$ cat src/rtl/drive_pkg.sv
// Shared definitions for the motor drive command path: one-hot bit indices,
// the STOP command, forward/backward direction masks and arbiter states.
package drive_pkg;

   localparam int unsigned CMD_W    = 9;

   localparam int unsigned BIT_W    = 0;
   localparam int unsigned BIT_S    = 1;
   localparam int unsigned BIT_A    = 2;
   localparam int unsigned BIT_D    = 3;
   localparam int unsigned BIT_WA   = 4;
   localparam int unsigned BIT_WD   = 5;
   localparam int unsigned BIT_AS   = 6;
   localparam int unsigned BIT_DS   = 7;
   localparam int unsigned BIT_STOP = 8;

   localparam logic [CMD_W-1:0] CMD_STOP = 9'h001 << BIT_STOP;

   // Forward-moving commands: w, wa, wd
   localparam logic [CMD_W-1:0] FWD_MASK = (9'h001 << BIT_W) | (9'h001 << BIT_WA) | (9'h001 << BIT_WD);
   // Backward-moving commands: s, as, ds
   localparam logic [CMD_W-1:0] BWD_MASK = (9'h001 << BIT_S) | (9'h001 << BIT_AS) | (9'h001 << BIT_DS);

   typedef enum logic [2:0] {
      ST_IDLE     = 3'd0,
      ST_AUTO     = 3'd1,
      ST_MANUAL   = 3'd2,
      ST_DEADTIME = 3'd3,
      ST_FAULT    = 3'd4
   } arb_state_t;

   // True when exactly one bit of the command is set
   function automatic logic is_onehot(input logic [CMD_W-1:0] cmd);
      return (cmd != 9'h000) && ((cmd & (cmd - 9'h001)) == 9'h000);
   endfunction

endpackage

$ cat src/rtl/cmd_classify.sv
// Combinational classifier for a 9-bit drive command: reports whether it is
// a forward or backward motion and whether it is a legal one-hot value.
module cmd_classify
   import drive_pkg::*;
(
   input  logic [CMD_W-1:0] cmd,
   output logic             is_fwd,
   output logic             is_bwd,
   output logic             valid_onehot
);

   assign valid_onehot = is_onehot(cmd);
   assign is_fwd       = |(cmd & FWD_MASK);
   assign is_bwd       = |(cmd & BWD_MASK);

endmodule

$ cat src/rtl/drive_cmd_arbiter.sv
// Motor drive command arbiter: selects manual or autonomous source, inserts a
// STOP dead-time on mode switches and direction reversals, honours estop and
// (when DRIVE_ARB_WATCHDOG_EN is defined) times out an idle manual link.
module drive_cmd_arbiter
   import drive_pkg::*;
#(
   parameter int unsigned DEADTIME_CYCLES = 5_000_000,
   parameter int unsigned WATCHDOG_CYCLES = 50_000_000,
   parameter int unsigned CNT_W           = 26
) (
   input  logic             clk,
   input  logic             rst,
   input  logic             manual_on,
   input  logic [CMD_W-1:0] man_cmd,
   input  logic             man_valid,
   input  logic [CMD_W-1:0] auto_cmd,
   input  logic             estop,
   output logic [CMD_W-1:0] drive_cmd,
   output logic             active_src,
   output logic             in_deadtime,
   output logic             wd_timeout,
   output logic             cmd_err
);

   localparam logic [CNT_W-1:0] CNT_ZERO = {CNT_W{1'b0}};
   localparam logic [CNT_W-1:0] CNT_ONE  = CNT_W'(1);
   localparam logic [CNT_W-1:0] DT_LAST  = CNT_W'(DEADTIME_CYCLES - 1);

   arb_state_t       state_r, state_s;
   logic             tgt_manual_r, tgt_manual_s;
   logic [CNT_W-1:0] dt_cnt_r, dt_cnt_s;
   logic [CMD_W-1:0] drive_cmd_r, cmd_s;
   logic             active_src_r;
   logic             in_deadtime_r;
   logic             cmd_err_r, err_s;

   logic cur_fwd_s, cur_bwd_s, unused_cur_ok_s;
   logic auto_fwd_s, auto_bwd_s, auto_ok_s;
   logic man_fwd_s, man_bwd_s, man_ok_s;
   logic auto_rev_s, man_rev_s;

`ifdef DRIVE_ARB_WATCHDOG_EN
   localparam logic [CNT_W-1:0] WD_LAST = CNT_W'(WATCHDOG_CYCLES - 1);
   logic [CNT_W-1:0] wd_cnt_r, wd_cnt_s;
   logic             wd_exp_r, wd_exp_s;
`else
   localparam int unsigned unused_wd_limit = WATCHDOG_CYCLES;
   logic unused_man_valid_s;
   assign unused_man_valid_s = man_valid;
`endif

   cmd_classify u_cur_cls (
      .cmd          (drive_cmd_r),
      .is_fwd       (cur_fwd_s),
      .is_bwd       (cur_bwd_s),
      .valid_onehot (unused_cur_ok_s)
   );

   cmd_classify u_auto_cls (
      .cmd          (auto_cmd),
      .is_fwd       (auto_fwd_s),
      .is_bwd       (auto_bwd_s),
      .valid_onehot (auto_ok_s)
   );

   cmd_classify u_man_cls (
      .cmd          (man_cmd),
      .is_fwd       (man_fwd_s),
      .is_bwd       (man_bwd_s),
      .valid_onehot (man_ok_s)
   );

   // An invalid source value counts as STOP, which is neutral and never reverses
   assign auto_rev_s = auto_ok_s && ((cur_fwd_s && auto_bwd_s) || (cur_bwd_s && auto_fwd_s));
   assign man_rev_s  = man_ok_s  && ((cur_fwd_s && man_bwd_s)  || (cur_bwd_s && man_fwd_s));

   // Next-state, counter and next-output selection
   always_comb begin
      state_s      = state_r;
      tgt_manual_s = tgt_manual_r;
      dt_cnt_s     = dt_cnt_r;
      cmd_s        = CMD_STOP;
      err_s        = 1'b0;
`ifdef DRIVE_ARB_WATCHDOG_EN
      wd_cnt_s     = CNT_ZERO;
      wd_exp_s     = 1'b0;
`endif
      if (estop) begin
         state_s  = ST_FAULT;
         dt_cnt_s = CNT_ZERO;
      end else begin
         case (state_r)
            ST_IDLE: begin
               state_s      = ST_DEADTIME;
               tgt_manual_s = manual_on;
               dt_cnt_s     = CNT_ZERO;
            end
            ST_AUTO: begin
               if (manual_on) begin
                  state_s      = ST_DEADTIME;
                  tgt_manual_s = 1'b1;
                  dt_cnt_s     = CNT_ZERO;
               end else if (auto_rev_s) begin
                  state_s      = ST_DEADTIME;
                  tgt_manual_s = 1'b0;
                  dt_cnt_s     = CNT_ZERO;
               end else begin
                  cmd_s = auto_ok_s ? auto_cmd : CMD_STOP;
                  err_s = ~auto_ok_s;
               end
            end
            ST_MANUAL: begin
               if (!manual_on) begin
                  state_s      = ST_DEADTIME;
                  tgt_manual_s = 1'b0;
                  dt_cnt_s     = CNT_ZERO;
               end else if (man_rev_s) begin
                  state_s      = ST_DEADTIME;
                  tgt_manual_s = 1'b1;
                  dt_cnt_s     = CNT_ZERO;
               end else begin
`ifdef DRIVE_ARB_WATCHDOG_EN
                  if (man_valid) begin
                     cmd_s = man_ok_s ? man_cmd : CMD_STOP;
                     err_s = ~man_ok_s;
                  end else if (wd_exp_r || (wd_cnt_r == WD_LAST)) begin
                     wd_cnt_s = wd_cnt_r;
                     wd_exp_s = 1'b1;
                  end else begin
                     wd_cnt_s = wd_cnt_r + CNT_ONE;
                     cmd_s    = man_ok_s ? man_cmd : CMD_STOP;
                     err_s    = ~man_ok_s;
                  end
`else
                  cmd_s = man_ok_s ? man_cmd : CMD_STOP;
                  err_s = ~man_ok_s;
`endif
               end
            end
            ST_DEADTIME: begin
               if (manual_on != tgt_manual_r) begin
                  tgt_manual_s = manual_on;
                  dt_cnt_s     = CNT_ZERO;
               end else if (dt_cnt_r == DT_LAST) begin
                  dt_cnt_s = CNT_ZERO;
                  if (tgt_manual_r) begin
                     state_s = ST_MANUAL;
                     cmd_s   = man_ok_s ? man_cmd : CMD_STOP;
                     err_s   = ~man_ok_s;
                  end else begin
                     state_s = ST_AUTO;
                     cmd_s   = auto_ok_s ? auto_cmd : CMD_STOP;
                     err_s   = ~auto_ok_s;
                  end
               end else begin
                  dt_cnt_s = dt_cnt_r + CNT_ONE;
               end
            end
            ST_FAULT: begin
               state_s  = ST_IDLE;
               dt_cnt_s = CNT_ZERO;
            end
            default: begin
               state_s  = ST_IDLE;
               dt_cnt_s = CNT_ZERO;
            end
         endcase
      end
   end

   // State register, dead-time counter and registered outputs
   always_ff @(posedge clk) begin
      if (rst) begin
         state_r       <= ST_IDLE;
         tgt_manual_r  <= 1'b0;
         dt_cnt_r      <= CNT_ZERO;
         drive_cmd_r   <= CMD_STOP;
         active_src_r  <= 1'b0;
         in_deadtime_r <= 1'b0;
         cmd_err_r     <= 1'b0;
      end else begin
         state_r       <= state_s;
         tgt_manual_r  <= tgt_manual_s;
         dt_cnt_r      <= dt_cnt_s;
         drive_cmd_r   <= cmd_s;
         active_src_r  <= (state_s == ST_MANUAL);
         in_deadtime_r <= (state_s == ST_DEADTIME);
         cmd_err_r     <= err_s;
      end
   end

`ifdef DRIVE_ARB_WATCHDOG_EN
   // Manual-link watchdog counter and expiry flag
   always_ff @(posedge clk) begin
      if (rst) begin
         wd_cnt_r <= CNT_ZERO;
         wd_exp_r <= 1'b0;
      end else begin
         wd_cnt_r <= wd_cnt_s;
         wd_exp_r <= wd_exp_s;
      end
   end

   assign wd_timeout = wd_exp_r;
`else
   assign wd_timeout = 1'b0;
`endif

   assign drive_cmd   = drive_cmd_r;
   assign active_src  = active_src_r;
   assign in_deadtime = in_deadtime_r;
   assign cmd_err     = cmd_err_r;

endmodule

$ cat config.mk
export PLATFORM = sky130hd
export DESIGN_NAME = drive_cmd_arbiter
export DESIGN_NICKNAME = d
export VERILOG_FILES = /design/src/rtl/drive_pkg.sv /design/src/rtl/cmd_classify.sv /design/src/rtl/drive_cmd_arbiter.sv
export SDC_FILE = /design/constraint.sdc
export NUM_CORES = 1
export LEC_CHECK = 0
export ABC_AREA = 1
export BUFFER_PORTS_ARGS = -buffer_cell sky130_fd_sc_hd__buf_2
export CORE_MARGIN = 2
export CORE_UTILIZATION = 50
export CTS_CLUSTER_DIAMETER = 50
export CTS_CLUSTER_SIZE = 8
export DETAILED_ROUTE_END_ITERATION = 10
export PLACE_DENSITY = 0.82
export RECOVER_POWER = 50
export SLEW_MARGIN = 0
export SYNTH_ARGS = -nofsm -noshare
export SYNTH_HDL_FRONTEND = slang
export SYNTH_SLANG_ARGS = --single-unit
$ cat constraint.sdc
create_clock -name clk -period 2 [get_ports clk]
set_clock_uncertainty 0.1 [all_clocks]
set_input_delay 0.3 -clock clk [delete_from_list [all_inputs] [get_ports clk]]
set_output_delay 0.3 -clock clk [all_outputs]
set_load 0.03 [all_outputs]
==> flow_summary.toml, run 1 <==
[logic_synthesis]
yosysUniqueCellTypes = 30
synth-seq-cells = 42
synth_area_leader_cell = "dfxtp_1"
yosysMostFrequentCell = "nand2_1"
syn-instance-count = 554
avgSynthCellArea_sq_um = 5.91
synthTopCellsByArea = "dfxtp_1 (26%), nand2_1 (18%), nand3_1 (9.5%)"
seq_area_frac_synth_pct = 25.7
async_flop_share_pct = 0
synth_nets = 578
synth_edf_count = 0
synth_common_cells = "nand2_1 (157), inv_1 (75), nor2_1 (68), nand3_1 (62), dfxtp_1 (42)"
yosysWarningCount = 0
yosysTopAreaCellShare_pct = 25.7
synthFlopType = "dfxtp_1"
synth_area_sq_mm = 0.00328

[route]
routed_wl_microns = 8670
vias = 3680
via_per_inst = 5.38
wl_per_cell_microns = 12.7
drtIter0Drc = 271
ant_nets = 0
drt_first_pass_iters = 5
drc = 0

[setup_path]
cp_max_fo = 9
critPathTopFamily = "simple AND/OR/NAND/NOR gates"
required_ns = 2.10
path_buf_inv = 1
crit_path_max_incr_delay_ns = 0.35
rrSetupSlack_ns = 0.13
start_kind = "flop"
crit_chain = "inv_1 > nand2_1 > nor2_1 > nand2_1 > nor2_2 > nand2_4 > nor2_4 > nand2_4 > o21ai_0 > nor2_1 > nor2_1 > nand2_1"
critical_path_class = "reg -> reg"
arrival_ns = 1.97
critPathSlowestCell = "dfxtp_1"
endpoint_kind = "flop"

[floorplan]
io_pins = 36
die_area_sq_mm = 0.00722
core-area_sq_mm = 0.00635
start_util_pct = 51.6
num_rows = 29
die_h_microns = 85.0
die_w_microns = 85.0

[clocking]
clk_pin_slew_ns = 0.09
holdBufCountCts = 0
insertion_delay_ns = 0.31
clock-root-buffer = "clkbuf_8"
numCtsBuffers = 5
clock_sinks = 42
cts.path.max_buffers = 2
cts_tree = "yes"
cts_htree_levels = 2

[placement]
placed_area_sq_mm = 0.00362
gp_congestion = 0.948
place_ws_ns = 0.0250
dp_hpwl_microns = 6570
io_buffers = 33

[final_layout]
fill_cells = 620
multi_input_area_sq_mm = 0.00208
area_growth_pct = 14.3
diodes = 0
layout-drive-gt1-share_pct = 14.7
fin_area_sq_mm = 0.00375
nets = 630
seqCellArea_sq_um = 845

[grt]
antenna_found_initial = 0
grt-ovfl-total = 0
grt_pass1_vias = 3193
grt_pass1_wl_microns = 14600
grt_max_degree = 28
grtUsageTotal_pct = 24.5

[timing]
grt_setup_unrepaired = "false"
fin_ws_ns = 0.127
fin_setup_tns_ns = 0
period_needed_ns = 1.87
hold_viol = 0
slew_viol_final = 0
max_freq_mhz = 534
setup_viol = 0
fin_crit_sh_pct = 93.6

[job]
cap_viol_max_count = 0

[outcome]
outcome = "finished clean"

[power_and_ir_drop]
peakVddDrop_v = 0.000316
power_density_mw_per_mm2 = 461
p_leak_nw = 1.68

[hold_path]
hp-class = "in -> reg"
==> worst paths after layout <==
kind | cells past startpoint | start | endpoint
hold reg to reg | 2 | dt_cnt_r[25] | dt_cnt_r[25]
setup reg to reg | 12 | dt_cnt_r[23] | drive_cmd[8]
setup / recovery | 12 | dt_cnt_r[23] | drive_cmd[8]
hold / removal | 2 | rst | state_r[2]
==> cells by family after synthesis <==
kind of cell	Yosys count	share of synthesized area [%]
AND/OR/NAND/NOR	363	52.3
XOR/XNOR	9	2.41
AO/OA/AOI/OAI	48	7.83
flip-flops	42	25.7
other	1	0.114
adder cells (fa/ha/maj)	1	0.382
buffers and inverters	90	11.3
==> sequential cells by signal (all words and copies together) (netlist names) <==
signal / cells
cmd_err: 1
active_src: 1
in_deadtime: 1
drive_cmd: 9
tgt_manual_r: 1
state_r: 3
dt_cnt_r: 26
==> layer usage <==
metal,global-route usage (%),share of wire (%)
met5,0,0
met4,5.77,1.4
met3,3.99,6.7
met2,39.6,46
met1,34.3,46
==> cell type report <==
cell class,count,share of cell area (%)
clock buffer,7,2.04
clock inverter,1,0.802
inverter,77,7.72
multi-input combinational,422,55.4
sequential,42,22.5
tap,77,2.57
timing repair buffer,58,8.88
==> per-stage QoR <==
stage	cells	power (mW)	hold slack (ns)	utilization (%)
floorplan	554	0.997	0.271	-
global placement	673	1.06	0.369	57.1
detailed placement	673	1.06	0.379	57.1
CTS	681	1.74	0.0762	58.7
global route	684	1.79	0.0859	59.0
finish	684	1.73	0.0839	59.0
==> where the power goes <==
group | switching, mW | internal, mW | total (mW)
sequential | 0.00780 | 0.843 | 0.851
combinational | 0.137 | 0.0557 | 0.193
clock | 0.308 | 0.374 | 0.683
==> layout by cell type, fill, tap and decap left out, drive strengths merged <==
master and n:
nand2 166, nor2 81, inv 77, nand3 62, buf 44, dfxtp 42, nand4 34, a21oi 34
clkbuf 21, nor3 16, o21ai 12, xor2 7, or2 3, xnor2 2, a21boi 1, o21bai 1
nor3b 1, ha 1, conb 1, bufinv 1
==> timing repair <==
action	in CTS	in global routing
resized for setup	0	10
setup buffers	0	3
endpoints found under the setup margin	0	24
Power figures use the tool's default switching activity.
==> inputs of run 2 (changes only) <==
--- a/config.mk
+++ b/config.mk
@@ -8,11 +8,11 @@
 export ABC_AREA = 1
 export BUFFER_PORTS_ARGS = -buffer_cell sky130_fd_sc_hd__buf_2
 export CORE_MARGIN = 2
-export CORE_UTILIZATION = 50
+export CORE_UTILIZATION = 54
 export CTS_CLUSTER_DIAMETER = 50
 export CTS_CLUSTER_SIZE = 8
 export DETAILED_ROUTE_END_ITERATION = 10
-export PLACE_DENSITY = 0.82
+export PLACE_DENSITY = 0.87
 export RECOVER_POWER = 50
 export SLEW_MARGIN = 0
 export SYNTH_ARGS = -nofsm -noshare
==> run 2 against run 1 <==
Compared with the run above: the run now ends with DRC left; hold slack worse by 0.0018 ns; non-clock buffer count is 3 lower; clock power is 3% lower; combinational power hardly changed; routed wire length is 0.37% lower; worst setup slack worse by 0.0067 ns; sequential cell count stayed put; clock-buffer cell count stayed put; highest routed layer unchanged.
==> flow_summary.toml, run 2 (synthesis gave the netlist of run 1 again) <==
[outcome]
outcome = "finished with violations"
violations = "DRC"

[final_layout]
largest-register = "dt_cnt_r"
layout_common_cells = "nand2_1 (157), inv_1 (74), nor2_1 (68), nand3_1 (62), dfxtp_1 (41)"
fin_area_sq_mm = 0.00374
fill_cells = 568
final_common_cell = "nand2_1"
layout-drive-gt1-share_pct = 13.6
multi_input_area_sq_mm = 0.00208
diodes = 0
finalCoreUtilization_pct = 63.6
largest_register_ffs = 26
finalNonFillerCells = 679
nets = 627
area_growth_pct = 14.3
seqCellArea_sq_um = 842

[clocking]
numCtsBuffers = 5
holdBufCountCts = 0
cts.path.max_buffers = 2
clock-root-buffer = "clkbuf_8"
cts_htree_levels = 2
cts_tree = "yes"
insertion_delay_ns = 0.30
clk_pin_slew_ns = 0.08
clock_sinks = 42

[setup_path]
crit_path_max_incr_delay_ns = 0.34
cp_max_fo = 8
endpoint_kind = "flop"
start_kind = "flop"
required_ns = 2.12
crit_chain = "ha_2 > inv_2 > nor2_8 > nand2_4 > nor2_4 > nand2_4 > nor2_4 > buf_12 > nand3_1 > o21ai_0 > nand2_1 > a21oi_1"
path_buf_inv = 2
critPathTopFamily = "simple AND/OR/NAND/NOR gates"
critPathSlowestCell = "dfxtp_1"
arrival_ns = 2.00
critical_path_class = "reg -> reg"

[route]
routed_wl_microns = 8630
drt_first_pass_iters = 8
ant_nets = 0
via_per_inst = 5.50
drtIter0Drc = 236
vias = 3734
wl_per_cell_microns = 12.7
drc = 2

[timing]
slew_viol_final = 0
setup_viol = 0
period_needed_ns = 1.88
max_freq_mhz = 532
fin_crit_sh_pct = 94.0
fin_ws_ns = 0.121
hold_viol = 0

[floorplan]
die_h_microns = 81.9
die_area_sq_mm = 0.00671
io_pins = 36
start_util_pct = 55.7
core-area_sq_mm = 0.00589
die_w_microns = 81.9
num_rows = 28

[grt]
grt-ovfl-total = 0
grt_pass1_wl_microns = 14000
grt_pass1_vias = 3234
grtUsageTotal_pct = 26.5
antenna_found_initial = 0
grt_max_degree = 28

[power_and_ir_drop]
switching_share_pct = 25.5
internal-power_mw = 1.27
p_leak_nw = 1.69
p_sw_mw = 0.437
finalPower_mw = 1.71
combPwrFrac_pct = 11.3
share_clk_of_total_power_pct = 38.8
power_frac_seq_pct = 49.8
peakVddDrop_v = 0.000400
power_density_mw_per_mm2 = 457

[placement]
place_ws_ns = -0.0743
gp_congestion = 0.983
io_buffers = 33
dp_hpwl_microns = 6620
placed_area_sq_mm = 0.00363
dp_cells = 670

[hold_path]
hp-class = "in -> reg"

[job]
cap_viol_max_count = 0
[run 2: cell count changes in the layout (fill, tap and decap cells not counted), sizes merged]
cell,delta
buf,-3
[run 2: metal layers]
metal / track usage [%] / part of all wire [%] / vias up / wire, microns
met5: 0 / 0 / - / 0
met4: 11.3 / 2.7 / 0 / 229
met3: 3.19 / 6.3 / 23 / 548
met2: 45.0 / 48 / 166 / 4140
met1: 33.7 / 43 / 1661 / 3710
li1: - / - / 1884 / -
[run 2: cell type report]
class / instances / area share [%]
Multi-Input combinational cell: 422 / 55.5
Sequential cell: 42 / 22.5
Timing Repair Buffer: 55 / 8.95
Inverter: 77 / 7.72
Tap cell: 75 / 2.51
Clock buffer: 7 / 2.04
Clock inverter: 1 / 0.802
[run 2: worst register-to-register path, stage by stage (launching register included)]
cell and delay, ns:
dfxtp_1 0.34, ha_2 0.19, inv_2 0.07, nor2_8 0.12, nand2_4 0.08, nor2_4 0.15, nand2_4 0.10, nor2_4 0.15
buf_12 0.12, nand3_1 0.08, o21ai_0 0.10, nand2_1 0.07, a21oi_1 0.13
[run 2: worst paths after layout]
path,slack (ns),end,startpoint,depth (start not counted)
max,0.12,cmd_err,dt_cnt_r[1],12
min,0.08,state_r[2],rst,2
max reg2reg,0.12,cmd_err,dt_cnt_r[1],12
min reg2reg,0.40,dt_cnt_r[12],dt_cnt_r[12],2
[run 2: power by group through the flow]
stage          combinational (mW)  clock (mW)  sequential [mW]
2_1_floorplan               0.122           0            0.875
3_3_place_gp                0.187           0            0.871
3_5_place_dp                0.191           0            0.871
4_1_cts                     0.192       0.678            0.852
5_1_grt                     0.215       0.709            0.853
6_report                    0.194       0.664            0.852
[run 2: repair_timing]
action | CTS | global route
setup buffers | 0 | 1
endpoints found under the setup margin | 0 | 39
hold endpoints to repair | 0 | 0
resized for setup | 0 | 4
[run 2: per-stage QoR]
| step | setup TNS [ns] | hold WS [ns] |
|---|---|---|
| after floorplan | 0 | 0.271 |
| after global placement | 0 | 0.367 |
| final | 0 | 0.0822 |
| after CTS | 0 | 0.0733 |
| after detailed placement | -0.0743 | 0.387 |
| after global routing | -0.0104 | 0.0858 |
